$ cat src/rtl/load_queue.sv
// Ordered buffer of Braille cell codes between the input decoder and the display/compare logic.
// Registered head/valid/count outputs; optional "keep newest DEPTH" overwrite ring.
module load_queue #(
    parameter int WIDTH     = 4,
    parameter int DEPTH     = 4,
    parameter int OVERWRITE = 0
) (
    input  logic                       Clk,
    input  logic                       Rst,
    input  logic [WIDTH-1:0]           In,
    input  logic                       Valid,
    output logic                       Ready,
    input  logic                       Take,
    input  logic                       Clear,
    output logic [WIDTH-1:0]           Out,
    output logic                       OutValid,
    output logic [$clog2(DEPTH+1)-1:0] Count,
    output logic                       Overflow,
    output logic                       enable
);
    localparam int PW = $clog2(DEPTH);
    localparam int CW = $clog2(DEPTH+1);

    logic [WIDTH-1:0] mem [DEPTH];
    logic [PW-1:0]    rd_ptr, wr_ptr, rd_nxt, wr_nxt;
    logic [CW-1:0]    cnt_nxt;
    logic [WIDTH-1:0] head_nxt;
    logic             full, push, pop, drop, ovf_set;

    assign full  = (Count == CW'(DEPTH));
    assign Ready = !full || (OVERWRITE != 0);
    assign push  = Valid && Ready;
    assign pop   = Take && OutValid;
    // Overwrite push into a full queue with no pop: the oldest entry is discarded.
    assign drop  = push && full && !pop;
    // A push+pop on a full overwrite queue is an ordinary exchange, not an overflow.
    assign ovf_set = Valid && full && !((OVERWRITE != 0) && pop);

    always_comb begin
        rd_nxt  = (pop || drop) ? rd_ptr + PW'(1) : rd_ptr;
        wr_nxt  = push ? wr_ptr + PW'(1) : wr_ptr;
        cnt_nxt = Count;
        if (push && !pop && !full)
            cnt_nxt = Count + CW'(1);
        else if (pop && !push)
            cnt_nxt = Count - CW'(1);
        // New head is the cell being written this edge when it lands at the read slot.
        head_nxt = (push && rd_nxt == wr_ptr) ? In : mem[rd_nxt];
    end

    always_ff @(posedge Clk) begin
        if (push && !Clear)
            mem[wr_ptr] <= In;
    end

    always_ff @(posedge Clk or negedge Rst) begin
        if (!Rst) begin
            rd_ptr   <= '0;
            wr_ptr   <= '0;
            Count    <= '0;
            Out      <= '0;
            OutValid <= 1'b0;
            Overflow <= 1'b0;
            enable   <= 1'b0;
        end else if (Clear) begin
            rd_ptr   <= '0;
            wr_ptr   <= '0;
            Count    <= '0;
            Out      <= '0;
            OutValid <= 1'b0;
            Overflow <= 1'b0;
            enable   <= 1'b0;
        end else begin
            rd_ptr   <= rd_nxt;
            wr_ptr   <= wr_nxt;
            Count    <= cnt_nxt;
            OutValid <= (cnt_nxt != '0);
            if (cnt_nxt != '0)
                Out <= head_nxt;
            if (ovf_set)
                Overflow <= 1'b1;
            if (push)
                enable <= 1'b1;
        end
    end
endmodule
$ cat config.mk
export PLATFORM = sky130hd
export DESIGN_NAME = load_queue
export DESIGN_NICKNAME = d
export VERILOG_FILES = /design/src/rtl/load_queue.sv
export SDC_FILE = /design/constraint.sdc
export NUM_CORES = 1
export LEC_CHECK = 0
export CAP_MARGIN = 20
export CELL_PAD_IN_SITES_DETAIL_PLACEMENT = 1
export CELL_PAD_IN_SITES_GLOBAL_PLACEMENT = 2
export CORE_MARGIN = 3
export CORE_UTILIZATION = 39
export CTS_CLUSTER_DIAMETER = 100
export DETAILED_ROUTE_END_ITERATION = 6
export MAX_ROUTING_LAYER = met4
export PLACE_DENSITY = 0.92
export RECOVER_POWER = 100
export REMOVE_ABC_BUFFERS = 1
export SLEW_MARGIN = 15
export SYNTH_ARGS = -nofsm -noshare
export SYNTH_HDL_FRONTEND = slang
export SYNTH_SLANG_ARGS = --single-unit
$ cat constraint.sdc
create_clock -name Clk -period 5.2 [get_ports Clk]
set_input_delay 1.04 -clock Clk [delete_from_list [all_inputs] [get_ports Clk]]
set_output_delay 1.04 -clock Clk [all_outputs]
set_load 0.02 [all_outputs]
==> reports/qor.txt <==
Num ports: 20
Worst slew margin: 0.0505
Antenna violations before repair: 0
CTS tree: built
Crit path time final: 3.87 ns
# nets final: 179
Ys flop type: edfxtp_1
HPWL after DPL: 2790 um
Skew-Pair Late Insertion Delay: 0.28 ns
Post-synth ARST share: 0.467
Synth Register Bits: 30
Pwr Density: 438 mW/mm^2
Root Driver: clkbuf_8
Yosys warns: 0
Met1 WL: 1690 um
Total Wirelength: 3880 um
Post-synth EDFFs: 16
Vias: 1,204
Full die area: 0.00509 mm^2
CORE AREA: 0.00406 mm^2
Num CTS Buffers: 5
Die Wd: 71.3 um
Gr usage total: 0.175
Highest metal used: met4
Highest Clock Rate: 258 MHz
Peak VDD IR: 141 uV
Status: finished, final reports clean
DRC: 0
Syn Inst Count: 146
Max_cap viols: 0
Avg Cell Area, Syn: 11.4 um^2
Final-report max-slew violation count: 0
Global-route wire length before repair: 6520 um
CP Class: in -> reg
Antenna diode count: 0
CTS resizes: 0
Clk_skew: 0.00757 ns
Router iterations before antenna repair: 4
Final Wtd Congestion: 0.817
Tot Pwr: 0.846 mW
GRT overflow: 0
Worst Max-Slew Pin Slew: 1.41 ns
Setup violations, final: 0
Largest net degree at the start of global routing: 19
Required time of the critical path: 5.38 ns
Total negative slack: 0 ns
Register area share after synthesis: 0.499
Final hold violation count: 0
Cell Area, Synth: 0.00167 mm^2
RSZ-0062 raised after global routing: no
Max clock buf depth: 2
Iter 0 DRT Violations: 67
WL met2: 1990 um
Vias in the first global route: 1,297
Port Buf Inserts: 19
Share of layout cells above drive strength 1: 0.0675
Routed Antenna Nets: 0
DR vias/cell: 5.65
Leakage power: 0.727 nW
Area Overhead vs Synth: 15.9%
Initial core utilization: 0.410
Clock slew at reported path FFs: 0.06 ns
Synth cell types: 44
H-Tree Depth: 2
Cts hold-fix bufs: 0
Postcts setup bufs: 0
Hold Path Class: reg -> reg
WL/cell: 18.2 um
Met3 routed WL: 136 um
Clk sink count: 30
Die Height: 71.3 um
Crit end category: register
Worst Path Arrival: 4.05 ns
WHS: 0.492 ns
Startpoint types: input port
Critical Path Fanout Max: 12
Final worst path period share: 0.744
Rows: 23
[worst paths after layout]
kind / startpoint / end / slack, ns / cells after the start
worst max register to register: Count[1] / Out[2] / 1.88 / 7
min in group asynchronous: Rst / Count[1] / 1.23 / 1
max in group asynchronous: Rst / Out[2] / 3.57 / 1
worst max-delay path: Valid / Out[2] / 1.33 / 6
worst min-delay path: Out[1] / Out[1] / 0.49 / 1
worst min register to register: Out[1] / Out[1] / 0.49 / 1
[critical path, stage by stage]
cell           delay [ns]
dlygate4sd3_1        0.57
a21boi_0             1.10
xnor2_1              0.33
a311oi_1             0.51
o21bai_1             0.23
o31ai_1              0.27
[report_power, final]
| group | switching, mW | internal, mW | leakage, nW |
|---|---|---|---|
| logic | 0.191 | 0.142 | 0.358 |
| registers | 0.0543 | 0.289 | 0.330 |
| clock network | 0.0771 | 0.0917 | 0.0383 |
| total | 0.322 | 0.523 | 0.727 |
[through the flow]
step	std cells	instance area (um^2)	util	worst slack, ns
floorplan	137	1610	-	2.72
global placement	206	1860	0.459	1.87
detailed placement	206	1860	0.459	1.65
CTS	213	1940	0.478	1.97
global route	213	1930	0.476	0.984
finish	213	1930	0.476	1.33
[cell usage in the layout (no fill, tap or decap), types with 3 or more instances in the layout]
master / n
inv_1: 6
mux2_2: 3
xnor2_1: 5
dfrtp_1: 14
ha_1: 7
nand3b_1: 3
nand4b_1: 3
nor2_1: 9
mux2i_1: 6
dlygate4sd3_1: 19
nand2_1: 12
a21oi_1: 3
and2_0: 5
clkbuf_8: 5
a211oi_1: 8
edfxtp_1: 16
o31ai_1: 4
o2bb2ai_1: 3
[logic make-up after synthesis]
kind of cell,share of synthesized area
AO/OA/AOI/OAI,0.172
XOR/XNOR,0.0316
flip-flops,0.499
multiplexers,0.0563
buffers and inverters,0.0458
AND/OR/NAND/NOR,0.143
adder cells (fa/ha/maj),0.0526
[layout make-up]
class	instances	area, um^2
Clock buffer	7	76.3
Fill cell	446	2130
Inverter	6	22.5
Multi-Input combinational cell	101	748
Sequential cell	30	831
Tap cell	50	62.6
Timing Repair Buffer	19	190
[layer usage]
layer  vias up  track usage
li1        577            -
met1       595        0.205
met2        25        0.286
met3         7       0.0449
met4         0       0.0752
met5         -            -
[Yosys cell counts, types with 2 or more instances]
cell       instances  share of area
edfxtp_1          16           0.29
dfrtp_1           14           0.21
nand2_1           12          0.027
nor2_1             9          0.020
a211oi_1           8          0.036
ha_1               7          0.053
inv_1              6          0.014
mux2i_1            6          0.036
and2_1             5          0.019
xnor2_1            5          0.026
clkbuf_1           4         0.0090
o31ai_1            4          0.018
a21oi_1            3         0.0090
buf_4              3          0.014
mux2_2             3          0.020
nand3b_1           3          0.014
nand4b_1           3          0.016
o2bb2ai_1          3          0.016
a2bb2oi_1          2          0.011
a31oi_1            2         0.0075
nor2b_1            2         0.0075
nor3_1             2         0.0060
nor4bb_1           2          0.012
o221ai_1           2          0.011
[sequential cells by signal, indices dropped and copies added (netlist names)]
signal	flops
Count	3
OutValid	1
enable	1
Out	4
wr_ptr	2
Overflow	1
rd_ptr	2
mem	16
Power figures use the tool's default switching activity.
